==> src/rtl/fft_out_reorder.sv <==
// Output reorder stage for the radix-2 FFT core: captures dual-lane pairs into a
// ping-pong frame buffer and replays each frame as a natural-order valid/ready stream.
module fft_out_reorder #(
   parameter int BW    = 16,
   parameter int LOG2N = 5
) (
   input  logic             clk,
   input  logic             nrst,
   input  logic             flush,
   input  logic             in_valid,
   input  logic [BW-1:0]    in_re0,
   input  logic [BW-1:0]    in_im0,
   input  logic [BW-1:0]    in_re1,
   input  logic [BW-1:0]    in_im1,
   output logic             in_ready,
   output logic             out_valid,
   input  logic             out_ready,
   output logic [BW-1:0]    out_re,
   output logic [BW-1:0]    out_im,
   output logic [LOG2N-1:0] out_index,
   output logic             out_last,
   output logic             overflow
);

   localparam int N    = 1 << LOG2N;
   localparam int HALF = N / 2;

   typedef enum logic [1:0] {
      BANK_EMPTY,
      BANK_FILLING,
      BANK_FULL,
      BANK_DRAINING
   } bank_state_t;

   bank_state_t      r_bankState     [2];
   bank_state_t      w_bankStateNext [2];

   logic [2*BW-1:0]  r_mem [2][N];
   logic             r_wb;
   logic             r_rb;
   logic [LOG2N-2:0] r_wrCnt;
   logic [LOG2N-1:0] r_rdCnt;
   logic             r_overflow;

   logic [1:0]       w_full;
   logic             w_accept;
   logic             w_drop;
   logic             w_wrLast;
   logic             w_handshake;
   logic             w_rdLast;
   logic [2*BW-1:0]  w_rdWord;

   // A bank counts as full from its last write until its last sample is taken.
   assign w_full[0]   = (r_bankState[0] == BANK_FULL) || (r_bankState[0] == BANK_DRAINING);
   assign w_full[1]   = (r_bankState[1] == BANK_FULL) || (r_bankState[1] == BANK_DRAINING);

   assign in_ready    = ~w_full[r_wb];
   assign w_accept    = in_valid & in_ready & ~flush;
   assign w_drop      = in_valid & ~in_ready & ~flush;
   assign w_wrLast    = w_accept & (r_wrCnt == (LOG2N-1)'(HALF-1));

   assign out_valid   = w_full[r_rb];
   assign w_handshake = out_valid & out_ready & ~flush;
   assign w_rdLast    = w_handshake & (r_rdCnt == LOG2N'(N-1));

   assign w_rdWord    = r_mem[r_rb][r_rdCnt];
   assign out_re      = out_valid ? w_rdWord[2*BW-1:BW] : '0;
   assign out_im      = out_valid ? w_rdWord[BW-1:0]    : '0;
   assign out_index   = out_valid ? r_rdCnt : '0;
   assign out_last    = out_valid & (r_rdCnt == LOG2N'(N-1));
   assign overflow    = r_overflow;

   always_comb begin
      for (int b = 0; b < 2; b++) begin
         w_bankStateNext[b] = r_bankState[b];
         unique case (r_bankState[b])
            BANK_EMPTY: begin
               if (w_accept && (r_wb == 1'(b)))
                  w_bankStateNext[b] = w_wrLast ? BANK_FULL : BANK_FILLING;
            end
            BANK_FILLING: begin
               if (w_wrLast && (r_wb == 1'(b)))
                  w_bankStateNext[b] = BANK_FULL;
            end
            BANK_FULL: begin
               if (w_handshake && (r_rb == 1'(b)))
                  w_bankStateNext[b] = w_rdLast ? BANK_EMPTY : BANK_DRAINING;
            end
            BANK_DRAINING: begin
               if (w_rdLast && (r_rb == 1'(b)))
                  w_bankStateNext[b] = BANK_EMPTY;
            end
            default: w_bankStateNext[b] = BANK_EMPTY;
         endcase
         if (flush)
            w_bankStateNext[b] = BANK_EMPTY;
      end
   end

   always_ff @(posedge clk or negedge nrst) begin
      if (!nrst) begin
         r_bankState[0] <= BANK_EMPTY;
         r_bankState[1] <= BANK_EMPTY;
      end else begin
         r_bankState[0] <= w_bankStateNext[0];
         r_bankState[1] <= w_bankStateNext[1];
      end
   end

   always_ff @(posedge clk or negedge nrst) begin
      if (!nrst) begin
         r_wb       <= 1'b0;
         r_rb       <= 1'b0;
         r_wrCnt    <= '0;
         r_rdCnt    <= '0;
         r_overflow <= 1'b0;
      end else if (flush) begin
         r_wb       <= 1'b0;
         r_rb       <= 1'b0;
         r_wrCnt    <= '0;
         r_rdCnt    <= '0;
         r_overflow <= 1'b0;
      end else begin
         if (w_accept) begin
            r_wrCnt <= w_wrLast ? '0 : r_wrCnt + 1'b1;
            if (w_wrLast)
               r_wb <= ~r_wb;
         end
         if (w_handshake) begin
            r_rdCnt <= w_rdLast ? '0 : r_rdCnt + 1'b1;
            if (w_rdLast)
               r_rb <= ~r_rb;
         end
         if (w_drop)
            r_overflow <= 1'b1;
      end
   end

   // Lane 0 carries bin k, lane 1 carries bin k+N/2, so the pair lands in both halves.
   always_ff @(posedge clk) begin
      if (w_accept) begin
         r_mem[r_wb][{1'b0, r_wrCnt}] <= {in_re0, in_im0};
         r_mem[r_wb][{1'b1, r_wrCnt}] <= {in_re1, in_im1};
      end
   end

endmodule
==> config.mk <==
export PLATFORM = sky130hd
export DESIGN_NAME = fft_out_reorder
export DESIGN_NICKNAME = d
export VERILOG_FILES = /design/src/rtl/fft_out_reorder.sv
export SDC_FILE = /design/constraint.sdc
export NUM_CORES = 2
export LEC_CHECK = 0
export CORE_MARGIN = 2
export CORE_UTILIZATION = 33
export CTS_BUF_LIST = sky130_fd_sc_hd__clkbuf_16
export CTS_CLUSTER_SIZE = 24
export DETAILED_ROUTE_END_ITERATION = 10
export HOLD_SLACK_MARGIN = 0.12
export PLACE_DENSITY_LB_ADDON = 0.12
export SLEW_MARGIN = 0
export SYNTH_ARGS = -nofsm -noshare
export SYNTH_HDL_FRONTEND = slang
export SYNTH_SLANG_ARGS = --single-unit
==> constraint.sdc <==
create_clock -name clk -period 12.14 [get_ports clk]
set_input_delay 1.214 -clock clk [delete_from_list [all_inputs] [get_ports clk]]
set_output_delay 1.214 -clock clk [all_outputs]
set_load 0.01 [all_outputs]
Word level (Yosys, flattened, before mapping)

Memories as Yosys holds them, arrays and structs flattened.
Index checks and enable logic that the tools add are counted.

Register bits after elaboration: 16
Memory bits (writable): 2,048
Input bits: 69
Output and inout port bits: 41
Word-level logic and storage cells: 2,165
Memories kept: 1

$add $sub $neg: 2
Order comparisons: 7
Eq/ne operators: 16
Muxes and demuxes: 1,069
Bitwise operators: 1,040
Reductions and logical operators: 23

Memories:

| memory | words | width | read ports | clocked after Yosys merged registers in | write ports | RTL line | text |
|---|---|---|---|---|---|---|---|
| r_mem  | 2     | 1,024 | 1          | 0                                       | 1           | 38       | `logic [2*BW-1:0] r_mem [2][N];` |

Operator list:

| kind                | number |
|---|---|
| $mux 1024           | 2 |
| $mux 1              | 1,037 |
| $or 1x1->1          | 1,024 |
| $demux 32 s5        | 2 |
| $bmux 32 s5         | 1 |
| $mux 32             | 4 |
| $mux 16             | 2 |
| $mux 2              | 12 |
| $mux 5              | 4 |
| $ge 6x6->1 const B  | 3 |
| $pmux 2 s4          | 2 |
| $lt 6x1->1 const B  | 2 |
| $mux 4              | 3 |
| $ne 3x2->1 const B  | 4 |
| $ne 3x3->1 const B  | 4 |
| $not 5->6           | 2 |
| $logic_and 1x1->1   | 10 |
| $reduce_bool 2->1   | 5 |
| $and 1x1->1         | 9 |
| $eq 2x2->1 const B  | 4 |
| $reduce_and 4->1    | 2 |
| $not 4->6           | 1 |
| $add 5x1->5 const B | 1 |
| $eq 5x5->1 const B  | 1 |
| 8 further kinds     | 16 |

Longest topological paths before layout

Depth in word-level cells: 12
Gate-level depth with buffers: 10
Mapped depth without buffers: 8

Worst setup path before layout

Ideal clock, no wire load.

Path kind: input-to-reg
Start: input in_valid
End: memory r_mem[0][448] in the netlist's numbering (enable)
Setup time: 644 ps
Arrival: 8,112 ps
Data required time: 11,496 ps
Path slack: 3,384 ps
Cell stages on the path: 5
Path buffers: 2
Cell sequence: clkbuf_1 nor3b_4 nand2_1 buf_2 nor4_1

Word-level cells in the longest chain between the ends: 5
Elaborated cells on any way between the ends: 6
Classes of those cells: 3 x mux; 3 x bitwise

Ends and longest elaborated chain:

| what                                | RTL line | text |
|---|---|---|
| from (decl)                         | 10       | `input logic in_valid,` |
| $and 1x1->1 * (2 in series)         | 58       | `assign w_accept = in_valid & in_ready & ~flush;` |
| $mux 1 *                            | 141      | `if (w_accept) begin` |
| $mux 1024, on equally long branches | 142, 143 |  |
| $or 1x1->1 (no source line) *       | --       |  |
| to (decl)                           | 38       |  |

Every way passes the cells marked *; elsewhere a longest branch is shown, timed or not.

Worst setup path after layout

Start: register r_rb
End: output out_re[2]

Word-level cells in the longest chain between the ends: 5
Elaborated cells on any way between the ends: 7
Classes of those cells: 6 x mux; 1 x memory

Ends and longest elaborated chain:

| what                                        | RTL line | text |
|---|---|---|
| from (decl)                                 | 40       | `logic r_rb;` |
| from (signal assigned)                      | 132      | `r_rb <= ~r_rb;` |
| $mem_v2 2x1024                              | --       |  |
| $bmux 32 s5                                 | 66       | `assign w_rdWord = r_mem[r_rb][r_rdCnt];` |
| $mux 32 (implied by the code) (2 in series) | 66       |  |
| $mux 16 *                                   | 67       | `assign out_re = out_valid ? w_rdWord[2*BW-1:BW] : '0;` |
| to (decl)                                   | 18       | `output logic [BW-1:0] out_re,` |

Every way passes the cells marked *; elsewhere a longest branch is shown, timed or not. The select of a mux whose other input is x is not followed.

==> key figures <==
Synthesis
  • Post-Syn Instances: 4159
  • Mean Syn Cell Area: 20.4 um2
  • Yosys cell types: 53
  • Syn nets: 4234
  • YS warnings: 0
  • Top post-synthesis cells by area: edfxtp_1 (72%), mux4_2 (11%), mux2_2 (6.5%), mux2i_1 (2.7%), clkbuf_1 (0.71%)
  • Share of the synthesized area in the top cell type: 72.4%
  • Post-synth top cells: edfxtp_1 (2048), mux2_2 (490), mux4_2 (427)
  • Main synth FF type: edfxtp_1
  • Number of flops mapped to enable cells by yosys: 2048
  • Post-synthesis sequential area ratio: 72.8%
  • FF+latch count, synth: 2063
  • Post-Syn Area: 85000 um2
  • Post-synth top area cell: edfxtp_1
  • Fraction of registers with async set/reset: 0.727%
  • Most frequent cell after synthesis: edfxtp_1

Critical path
  • Type of element capturing the critical path: output pin
  • Critical path startpoint category: register
  • WP buf/inv: 4
  • Slowest cell on crit path: dfrtp_4
  • Largest stage delay, worst path: 0.93 ns
  • Crit-path max FO: 101
  • WP data arrival: 6.36 ns
  • Crit-path cells: buf_12, buf_4, buf_4, mux4_2, a22o_1, a211oi_1, a21oi_1, a22o_1, clkdlybuf4s50_1
  • Crit path kind: reg -> out
  • Crit path max-delay family: buffers and inverters
  • Required @ worst endpoint: 10.93 ns

Place
  • Pre-CTS setup slack: 5.30 ns
  • Port-buffer cells: 109
  • Placed Area: 90500 um2
  • Routability congestion estimate: 0.739
  • Placed Cells: 7506
  • Detailed placer's ending HPWL: 152000 um

Route
  • Total number of vias: 44100
  • Detailed Route WL: 289000 um
  • First-pass DRT Iterations: 5
  • Via density: 5.57
  • Average wire per standard cell: 36.6 um
  • Remaining antenna violation count: 0
  • Post-detailed-route DRC marker count: 0
  • Initial drt markers: 4414

Status
  • Run status: complete, no violations

Global route
  • Grt ovf: 0
  • First-pass GRT wire length: 396000 um
  • Largest net degree at the start of global routing: 102
  • Antenna violations before repair: 25
  • Total track usage: 21.9%
  • Vias in the first global route: 45900

Clocking
  • Clock tree buffer depth: 3
  • Worst-path clk slew: 0.06 ns
  • Worst-skew pair later-pin latency: 0.86 ns
  • CTS resizes: 0
  • Root Driver: clkbuf_16
  • Cts bufs inserted: 222
  • Number of setup buffers added after CTS: 0
  • Clock Sinks: 2063
  • Cts hold-fix bufs: 0
  • Htree depth: 4
  • TritonCTS clock tree: yes

Die
  • Core area: 256000 um2
  • Chip height: 511 um
  • Initial Utilization: 33.1%
  • Die Footprint: 262000 um2
  • I/O pin cnt: 110
  • Width of the die: 511 um
  • Num rows: 186

Power
  • Peak supply drop: 0.131 mV
  • Pint: 11.6 mW
  • Comb pwr share: 4.8%
  • Clock power frac: 42.3%
  • Pwr dens: 154 nW/um2
  • Sequential Power Share: 52.9%
  • Final Power: 14.9 mW
  • Net Sw Power: 3.30 mW
  • Leakage: 29.1 nW
  • Switching Fraction: 22.1%

STA
  • Fin worst setup slack: 4.57 ns
  • Fin crit share: 62.4%
  • Fmax: 132 MHz
  • Setup Viol. Count Final: 0
  • Final Slew Violations: 0
  • Max-Slew Margin vs Limit: 14.0%
  • Final Hold Vio Count: 0
  • Unrepaired setup endpoints after global routing: false
  • Setup TNS: 0 ns
  • Worst slew pin tran: 1.29 ns
  • Final clock skew: 0.0333 ns
  • Tmin final: 7.57 ns

Final layout
  • Filler cells: 23400
  • Finished Layout Cells: 7917
  • Layout cells sized above 1: 31.9%
  • Synth-to-layout area growth: 14.4%
  • Design Area, Final: 97200 um2
  • Fin nets: 4421

Hold path
  • Hold Path Class: reg -> reg

Run
  • MaxCap Viol Count: 0
==> worst reg2reg max path: cells and delay by family (launching register included) <==
kind                   cells  cell delay (ns)
multiplexers               1             0.43
buffers and inverters      3             1.95
AND/OR/NAND/NOR            3             1.65
flip-flops                 1             0.32
==> path summary, 6_finish.rpt <==
| path | startpoint | to | slack (ns) | depth (start not counted) |
|---|---|---|---|---|
| worst max-delay path | r_rb | out_re[2] | 4.57 | 9 |
| worst min-delay path | r_bankState[1] | r_bankState[1] | 0.56 | 2 |
| worst max register to register | r_wb | r_mem[0][704] | 7.29 | 7 |
| worst min register to register | r_bankState[1] | r_bankState[1] | 0.56 | 2 |
| max in group asynchronous | nrst | r_rdCnt[1] | 10.68 | 1 |
| min in group asynchronous | nrst | r_rdCnt[0] | 0.84 | 1 |
==> power groups by stage <==
stage / logic (mW) / registers [mW] / clock network (mW)
after floorplan: 0.389 / 8.03 / 0
after global placement: 0.717 / 8.04 / 0
after detailed placement: 0.723 / 8.04 / 0
after CTS: 0.725 / 7.89 / 6.45
after global routing: 0.767 / 7.89 / 6.72
final: 0.715 / 7.89 / 6.32
==> kinds of logic after synthesis <==
kind of cell	after synthesis	share of synthesized area [%]
flops	2063	72.8
mux	1174	20.9
compound gates	411	3.37
buf+inv	332	1.78
simple gates	170	1.05
fa+ha+maj	6	0.0883
xor+xnor	3	0.0309
==> stage by stage <==
stage,hold slack (ns),util (%)
6_report,0.560,37.9
5_1_grt,0.589,37.9
4_1_cts,0.561,37.9
3_5_place_dp,0.553,35.3
3_3_place_gp,0.545,35.3
2_1_floorplan,0.516,-
==> flip-flops by register name, summed over array words and instances (netlist names) <==
name / count
r_bankState: 3
r_wrCnt: 4
r_mem: 2048
r_wb: 1
r_rb: 1
overflow: 1
r_rdCnt: 5
==> cells in the final DEF, fill, tap and decap left out, types with 53 or more instances in the layout <==
cell type and instances:
clkbuf_16 224, edfxtp_1 2048, a211oi_1 62, a22oi_1 53
o221ai_1 65, a21oi_1 93, buf_4 175, mux2_2 490
inv_1 67, clkdlybuf4s50_1 103, o22ai_1 61, clkinv_1 66
mux2i_1 233, mux4_2 427
==> cell type report <==
type | count | area [um2] | area share (%)
Tap cell | 3384 | 4230 | 4.36
Inverter | 8 | 30.0 | 0.0309
Multi-Input combinational cell | 1764 | 21900 | 22.6
Sequential cell | 2063 | 61900 | 63.7
Timing Repair Buffer | 287 | 2430 | 2.51
Antenna cell | 8 | 20.0 | 0.0206
Clock buffer | 224 | 5610 | 5.77
Clock inverter | 179 | 1040 | 1.07
==> per-layer routing <==
| metal | up-vias | share of wire, % | track usage [%] |
|---|---|---|---|
| met5 | - | 0.018 | 0 |
| met4 | 8 | 2.2 | 5.09 |
| met3 | 351 | 5.1 | 2.90 |
| met2 | 1450 | 49 | 36.6 |
| met1 | 24400 | 44 | 30.2 |
| li1 | 17800 | - | - |
No activity file was read; power rests on OpenSTA's default activity.
